`config.mk`:
```
export PLATFORM = sky130hd
export DESIGN_NAME = pipeline_hazard_ctrl_flat
export DESIGN_NICKNAME = d
export VERILOG_FILES = /design/src/rtl/pipeline_hazard_ctrl_if.sv /design/src/rtl/pipeline_hazard_ctrl.sv /design/src/flat_wrapper.sv
export SDC_FILE = /design/constraint.sdc
export NUM_CORES = 1
export LEC_CHECK = 0
export ABC_AREA = 1
export BUFFER_PORTS_ARGS = -buffer_cell sky130_fd_sc_hd__buf_2
export CORE_ASPECT_RATIO = 1.75
export CORE_MARGIN = 2
export CORE_UTILIZATION = 49
export CTS_CLUSTER_DIAMETER = 200
export DETAILED_ROUTE_END_ITERATION = 10
export HOLD_SLACK_MARGIN = 0.08
export PLACE_DENSITY_LB_ADDON = 0.1
export SLEW_MARGIN = 20
export SYNTH_ARGS = -nofsm -noshare
export SYNTH_HDL_FRONTEND = slang
export SYNTH_SLANG_ARGS = --single-unit
```
`constraint.sdc`:
```
create_clock -name sysclk -period 2.8 [get_ports sysclk]
set_input_delay 0.56 -clock sysclk [delete_from_list [all_inputs] [get_ports sysclk]]
set_output_delay 0.56 -clock sysclk [all_outputs]
set_load 0.01 [all_outputs]
```
`src/rtl/pipeline_hazard_ctrl_if.sv`:
```
// Hazard-controller bundle: pipeline event inputs and the stall/flush/bubble
// enables driven back into the pipeline registers and PC.
interface pipeline_hazard_ctrl_if #(
    parameter int unsigned CNT_W = 16
);
    logic             EX_MemRead;
    logic [4:0]       EX_Rt;
    logic [4:0]       ID_Rs;
    logic [4:0]       ID_Rt;
    logic             ID_UsesRt;
    logic             ID_Jump;
    logic             EX_BranchTaken;
    logic             MEM_Req;
    logic             MEM_Ready;
    logic             IRQ;

    logic             PC_Write;
    logic             IF_ID_Write;
    logic             IF_Flush;
    logic             ID_EX_Bubble;
    logic             EX_MEM_Hold;
    logic             IRQ_Ack;
    logic             Mem_Timeout;
    logic [CNT_W-1:0] Stall_Count;
    logic [1:0]       State;

    modport master (
        output EX_MemRead, EX_Rt, ID_Rs, ID_Rt, ID_UsesRt, ID_Jump,
               EX_BranchTaken, MEM_Req, MEM_Ready, IRQ,
        input  PC_Write, IF_ID_Write, IF_Flush, ID_EX_Bubble, EX_MEM_Hold,
               IRQ_Ack, Mem_Timeout, Stall_Count, State
    );

    modport slave (
        input  EX_MemRead, EX_Rt, ID_Rs, ID_Rt, ID_UsesRt, ID_Jump,
               EX_BranchTaken, MEM_Req, MEM_Ready, IRQ,
        output PC_Write, IF_ID_Write, IF_Flush, ID_EX_Bubble, EX_MEM_Hold,
               IRQ_Ack, Mem_Timeout, Stall_Count, State
    );
endinterface

```
`src/rtl/pipeline_hazard_ctrl.sv`:
```
// Central hazard sequencer: load-use stalls, branch/jump flushes, memory wait
// holds with timeout, and interrupt drain-then-vector.
module pipeline_hazard_ctrl #(
    parameter int unsigned MEM_TIMEOUT  = 15,
    parameter int unsigned DRAIN_CYCLES = 3,
    parameter int unsigned CNT_W        = 16
) (
    input  logic                  sysclk,
    input  logic                  reset,
    pipeline_hazard_ctrl_if.slave bus
);
    localparam logic [1:0] RUN       = 2'd0;
    localparam logic [1:0] MEM_WAIT  = 2'd1;
    localparam logic [1:0] IRQ_DRAIN = 2'd2;
    localparam logic [1:0] IRQ_VEC   = 2'd3;

    localparam logic [7:0] TIMEOUT_VAL = 8'(MEM_TIMEOUT);
    localparam logic [3:0] DRAIN_VAL   = 4'(DRAIN_CYCLES);

    logic [1:0]       state;
    logic [1:0]       state_nxt;
    logic [7:0]       wait_cnt;
    logic [7:0]       wait_nxt;
    logic [3:0]       drain_cnt;
    logic [3:0]       drain_nxt;
    logic             timeout_q;
    logic             timeout_set;
    logic [CNT_W-1:0] stall_cnt;

    logic mem_stall;
    logic load_use;
    logic run_rules;
    logic pc_write;
    logic if_id_write;
    logic if_flush;
    logic id_ex_bubble;
    logic ex_mem_hold;
    logic irq_ack;

    assign mem_stall = bus.MEM_Req & ~bus.MEM_Ready;
    assign load_use  = bus.EX_MemRead && (bus.EX_Rt != 5'd0) &&
                       ((bus.EX_Rt == bus.ID_Rs) ||
                        (bus.ID_UsesRt && (bus.EX_Rt == bus.ID_Rt)));

    always_comb begin
        pc_write     = 1'b1;
        if_id_write  = 1'b1;
        if_flush     = 1'b0;
        id_ex_bubble = 1'b0;
        ex_mem_hold  = 1'b0;
        irq_ack      = 1'b0;
        state_nxt    = state;
        wait_nxt     = wait_cnt;
        drain_nxt    = drain_cnt;
        timeout_set  = 1'b0;
        run_rules    = 1'b0;

        case (state)
            RUN: begin
                if (mem_stall) begin
                    pc_write    = 1'b0;
                    if_id_write = 1'b0;
                    ex_mem_hold = 1'b1;
                    state_nxt   = MEM_WAIT;
                    wait_nxt    = 8'd1;
                end else begin
                    run_rules = 1'b1;
                end
            end
            MEM_WAIT: begin
                if (mem_stall && (wait_cnt == TIMEOUT_VAL)) begin
                    timeout_set = 1'b1;
                    state_nxt   = RUN;
                    run_rules   = 1'b1;
                end else if (mem_stall) begin
                    pc_write    = 1'b0;
                    if_id_write = 1'b0;
                    ex_mem_hold = 1'b1;
                    wait_nxt    = wait_cnt + 8'd1;
                end else begin
                    state_nxt = RUN;
                    run_rules = 1'b1;
                end
            end
            IRQ_DRAIN: begin
                pc_write = 1'b0;
                if_flush = 1'b1;
                // A memory hold freezes the back end, so the drain count waits too.
                if (mem_stall) begin
                    ex_mem_hold = 1'b1;
                    if_id_write = 1'b0;
                end else if (drain_cnt == DRAIN_VAL) begin
                    state_nxt = IRQ_VEC;
                end else begin
                    drain_nxt = drain_cnt + 4'd1;
                end
            end
            default: begin
                irq_ack   = 1'b1;
                if_flush  = 1'b1;
                state_nxt = RUN;
            end
        endcase

        // Front-end rules shared by RUN and by every exit from MEM_WAIT.
        if (run_rules) begin
            if (bus.EX_BranchTaken) begin
                if_flush     = 1'b1;
                id_ex_bubble = 1'b1;
            end else if (bus.ID_Jump) begin
                if_flush = 1'b1;
            end else if (load_use) begin
                pc_write     = 1'b0;
                if_id_write  = 1'b0;
                id_ex_bubble = 1'b1;
            end else if (bus.IRQ) begin
                if_flush  = 1'b1;
                pc_write  = 1'b0;
                state_nxt = IRQ_DRAIN;
                drain_nxt = 4'd1;
            end
        end

        if (reset) begin
            pc_write     = 1'b0;
            if_id_write  = 1'b0;
            if_flush     = 1'b1;
            id_ex_bubble = 1'b1;
            ex_mem_hold  = 1'b0;
            irq_ack      = 1'b0;
        end
    end

    always_ff @(posedge sysclk) begin
        if (reset) begin
            state     <= RUN;
            wait_cnt  <= '0;
            drain_cnt <= '0;
            timeout_q <= 1'b0;
            stall_cnt <= '0;
        end else begin
            state     <= state_nxt;
            wait_cnt  <= wait_nxt;
            drain_cnt <= drain_nxt;
            if (timeout_set) begin
                timeout_q <= 1'b1;
            end
            if (!pc_write && (stall_cnt != '1)) begin
                stall_cnt <= stall_cnt + CNT_W'(1);
            end
        end
    end

    assign bus.PC_Write     = pc_write;
    assign bus.IF_ID_Write  = if_id_write;
    assign bus.IF_Flush     = if_flush;
    assign bus.ID_EX_Bubble = id_ex_bubble;
    assign bus.EX_MEM_Hold  = ex_mem_hold;
    assign bus.IRQ_Ack      = irq_ack;
    assign bus.Mem_Timeout  = timeout_q;
    assign bus.Stall_Count  = stall_cnt;
    assign bus.State        = state;
endmodule

```
`src/flat_wrapper.sv`:
```
// flat-port wrapper written by rule: the top's interface ports become plain ports
module pipeline_hazard_ctrl_flat 
#(
    parameter int unsigned MEM_TIMEOUT  = 15,
    parameter int unsigned DRAIN_CYCLES = 3,
    parameter int unsigned CNT_W        = 16
)
  (sysclk, reset, bus_EX_MemRead, bus_EX_Rt, bus_ID_Rs, bus_ID_Rt, bus_ID_UsesRt, bus_ID_Jump, bus_EX_BranchTaken, bus_MEM_Req, bus_MEM_Ready, bus_IRQ, bus_PC_Write, bus_IF_ID_Write, bus_IF_Flush, bus_ID_EX_Bubble, bus_EX_MEM_Hold, bus_IRQ_Ack, bus_Mem_Timeout, bus_Stall_Count, bus_State);
  pipeline_hazard_ctrl_if #(.CNT_W(CNT_W)) bus_i ();
  input  logic sysclk;
  input  logic reset;
  input wire logic [$bits(bus_i.EX_MemRead)-1:0] bus_EX_MemRead;
  input wire logic [$bits(bus_i.EX_Rt)-1:0] bus_EX_Rt;
  input wire logic [$bits(bus_i.ID_Rs)-1:0] bus_ID_Rs;
  input wire logic [$bits(bus_i.ID_Rt)-1:0] bus_ID_Rt;
  input wire logic [$bits(bus_i.ID_UsesRt)-1:0] bus_ID_UsesRt;
  input wire logic [$bits(bus_i.ID_Jump)-1:0] bus_ID_Jump;
  input wire logic [$bits(bus_i.EX_BranchTaken)-1:0] bus_EX_BranchTaken;
  input wire logic [$bits(bus_i.MEM_Req)-1:0] bus_MEM_Req;
  input wire logic [$bits(bus_i.MEM_Ready)-1:0] bus_MEM_Ready;
  input wire logic [$bits(bus_i.IRQ)-1:0] bus_IRQ;
  output wire logic [$bits(bus_i.PC_Write)-1:0] bus_PC_Write;
  output wire logic [$bits(bus_i.IF_ID_Write)-1:0] bus_IF_ID_Write;
  output wire logic [$bits(bus_i.IF_Flush)-1:0] bus_IF_Flush;
  output wire logic [$bits(bus_i.ID_EX_Bubble)-1:0] bus_ID_EX_Bubble;
  output wire logic [$bits(bus_i.EX_MEM_Hold)-1:0] bus_EX_MEM_Hold;
  output wire logic [$bits(bus_i.IRQ_Ack)-1:0] bus_IRQ_Ack;
  output wire logic [$bits(bus_i.Mem_Timeout)-1:0] bus_Mem_Timeout;
  output wire logic [$bits(bus_i.Stall_Count)-1:0] bus_Stall_Count;
  output wire logic [$bits(bus_i.State)-1:0] bus_State;
  assign bus_i.EX_MemRead = bus_EX_MemRead;
  assign bus_i.EX_Rt = bus_EX_Rt;
  assign bus_i.ID_Rs = bus_ID_Rs;
  assign bus_i.ID_Rt = bus_ID_Rt;
  assign bus_i.ID_UsesRt = bus_ID_UsesRt;
  assign bus_i.ID_Jump = bus_ID_Jump;
  assign bus_i.EX_BranchTaken = bus_EX_BranchTaken;
  assign bus_i.MEM_Req = bus_MEM_Req;
  assign bus_i.MEM_Ready = bus_MEM_Ready;
  assign bus_i.IRQ = bus_IRQ;
  assign bus_PC_Write = bus_i.PC_Write;
  assign bus_IF_ID_Write = bus_i.IF_ID_Write;
  assign bus_IF_Flush = bus_i.IF_Flush;
  assign bus_ID_EX_Bubble = bus_i.ID_EX_Bubble;
  assign bus_EX_MEM_Hold = bus_i.EX_MEM_Hold;
  assign bus_IRQ_Ack = bus_i.IRQ_Ack;
  assign bus_Mem_Timeout = bus_i.Mem_Timeout;
  assign bus_Stall_Count = bus_i.Stall_Count;
  assign bus_State = bus_i.State;
  pipeline_hazard_ctrl #(.MEM_TIMEOUT(MEM_TIMEOUT), .DRAIN_CYCLES(DRAIN_CYCLES), .CNT_W(CNT_W)) u_core (.sysclk(sysclk), .reset(reset), .bus(bus_i));
endmodule
```
==> results.json <==
{
  "outcome": "complete, no violations",
  "clock-sinks": 31,
  "hold_violations": 0,
  "syn_area_mm2": 0.002072,
  "hold_path_depth": 2,
  "grt_pass1_wl_mm": 8.680,
  "drc": 0,
  "cts_tree": "done",
  "arrival_ps": 1850,
  "grt_start_max_net_pins": 19,
  "regArea_um2": 620.6,
  "dp.final_hpwl_mm": 3.972,
  "period_minus_slack_ps": 2413,
  "cts_resized": 0,
  "avgSynthCellArea_um2": 6.771,
  "ys_seq_area_share_pct": 29.95,
  "drive_gt1_share_pct": 24.86,
  "dieArea_mm2": 0.004785,
  "dpl_worst_slack_ps": 482.4,
  "intPower_mw": 0.6754,
  "postRouteAntennaNets": 0,
  "cts_made_buffers": 5,
  "rsz0062_at_grt": "no",
  "synth_edf_count": 0,
  "cp-end-kind": "primary output",
  "fin_ws_ps": 387.4,
  "worst_pin_slew_ps": 411.1,
  "fin_tns_setup_ps": 0,
  "hold_slack_ps": 475.6,
  "yosysWarnings": 0,
  "synth_cell_types": 34,
  "drt_pass1_iterations": 4,
  "multi_input_area_mm2": 0.001229,
  "via_per_inst": 5.206,
  "hold_path.class": "reg -> reg",
  "dp_cells": 399,
  "routabilityCongestion": 0.8261,
  "ys.flop_type": "dfxtp_1",
  "maxCapViolations": 0,
  "fin_cells": 407,
  "dpl_cell_area_mm2": 0.002335,
  "portBuffers": 48,
  "startpoint_type": "flop",
  "grt_util_all_layers_pct": 23.50,
  "syn-num-nets": 333,
  "grt_overflow_total": 0,
  "num_rows": 31,
  "fin_area_mm2": 0.002419,
  "clockBufferDepth": 2,
  "relSlewSlack_pct": 72.34,
  "drt_iter0_markers": 49,
  "cellLeakagePower_nw": 1.146,
  "yosys-top-cells-area": "dfxtp_1 (30%), nand2_1 (13%), inv_1 (7.6%), nand3_1 (5.8%), nor2_1 (5.4%)",
  "ys_top_cells_by_count": "nand2_1 (74), inv_1 (42), dfxtp_1 (31), nor2_1 (30), nand3_1 (24)",
  "setup_viol": 0,
  "io-pin-count": 49,
  "die_h_um": 90.02,
  "ctsHoldBuffers": 0,
  "wl_per_cell_um": 12.49,
  "swShare_pct": 29.19,
  "critPathKind": "reg -> out",
  "htreeDepth": 2,
  "vias": 2119,
  "critPathMaxFanout": 9,
  "antenna_cells": 0,
  "power_frac_clock_pct": 36.0,
  "netSwitchingPower_mw": 0.2785,
  "synth_top_area_share_pct": 29.95,
  "clock-root-buffer": "clkbuf_8",
  "pwr-share-comb_pct": 15.6,
  "area_growth_pct": 16.73,
  "coreArea_mm2": 0.004111,
  "wirelength_mm": 5.082,
  "clk_latency_ps": 280,
  "finClkSkew_ps": 7.002,
  "die_w_um": 53.16,
  "period_share_pct": 86.16,
  "synth_seq_cells": 31,
  "layout.nets": 384,
  "synth_top_cell_by_area": "dfxtp_1",
  "pwr-share-seq_pct": 48.5,
  "grt_pass1_vias": 2078,
  "antenna_found_initial": 0,
  "peakVddDrop_mv": 0.2910,
  "required_ps": 2240,
  "path_clk_slew_ps": 70,
  "syn_inst": 306,
  "n_fill_cell": 420,
  "async_flop_share_pct": 0,
  "yosysMostFrequentCell": "nand2_1",
  "initial_core_util_pct": 50.40,
  "drv_slew": 0,
  "postCtsSetupBuffers": 0,
  "reg2reg_depth": 7,
  "max_freq_mhz": 414.5,
  "power_density_mw_per_mm2": 394.4
}
path summary, 6_finish.rpt:
kind                                   from                   endpoint  slack (ps)
setup / recovery         u_core.wait_cnt[0]               bus_PC_Write         390
hold / removal       u_core.bus.Mem_Timeout     u_core.bus.Mem_Timeout         480
setup reg to reg  u_core.bus.Stall_Count[0]  u_core.bus.Stall_Count[7]         670
hold reg to reg      u_core.bus.Mem_Timeout     u_core.bus.Mem_Timeout         480
area by class of cell:
cell class,instances,area share (%)
multi-input cells,225,50.80
well taps,49,2.535
repair buffers,51,10.86
clock buffers,5,2.845
clock inverters,3,0.6208
flip-flops and latches,31,25.66
inverters,43,6.674
per-layer routing:
metal	share of wire, %	wire [µm]	vias up	global-route usage, %
met2	53	2718	54	42.92
li1	-	-	1090	-
met4	3.1	160	0	11.32
met1	40	2013	962	24.38
met5	0	0	-	0
met3	3.7	189	13	3.654
kinds of logic after synthesis:
kind of cell,after synthesis,share of synthesized area (%)
AOI/OAI and AO/OA,39,11.78
xor gates and xnor gates,17,7.186
DFF,31,29.95
buffers and inverters,50,10.75
and+or+nand+nor,166,38.53
adders and majority gates,3,1.812
sequential cells by signal, indices dropped and copies added, names as in the netlist:
register,cells
u_core.bus.Mem_Timeout,1
u_core.bus.Stall_Count,16
u_core.bus.State,2
u_core.drain_cnt,4
u_core.wait_cnt,8
power groups by stage:
stage / combinational, mW / sequential (mW) / clock, mW
floorplan: 0.0995 / 0.473 / 0
global placement: 0.148 / 0.472 / 0
detailed placement: 0.150 / 0.472 / 0
CTS: 0.150 / 0.462 / 0.352
global route: 0.169 / 0.464 / 0.376
finish: 0.148 / 0.462 / 0.343
layout by cell type (no fill, tap or decap), types with 6 or more instances in the layout:
cell     netlist  final
a21oi_1       17     17
a21oi_2        9      9
buf_2          1     48
dfxtp_1       31     31
inv_1         42     42
nand2_1       74     74
nand3_1       24     24
nand3_2       10     10
nor2_1        30     30
nor3_1         8      8
o21ai_0        6      6
xnor2_1        7      7
xor2_1        10     10
metrics by stage:
step                      util, %  power [mW]
after floorplan                 -      0.5724
after global placement      56.79      0.6201
after detailed placement    56.79      0.6218
after CTS                   58.83      0.9638
after global routing        58.83       1.009
final                       58.83      0.9539
worst max-delay path: stages, from the launching register on:
cell	delay, ps
dfxtp_1	380
ha_1	160
inv_1	60
nor3_1	130
nand2_1	110
nand2_2	90
nand2_2	90
nand2_4	130
nand3_2	70
clkinv_1	60
nand2_2	60
inv_1	90
buf_2	140
Power figures use the tool's default switching activity.
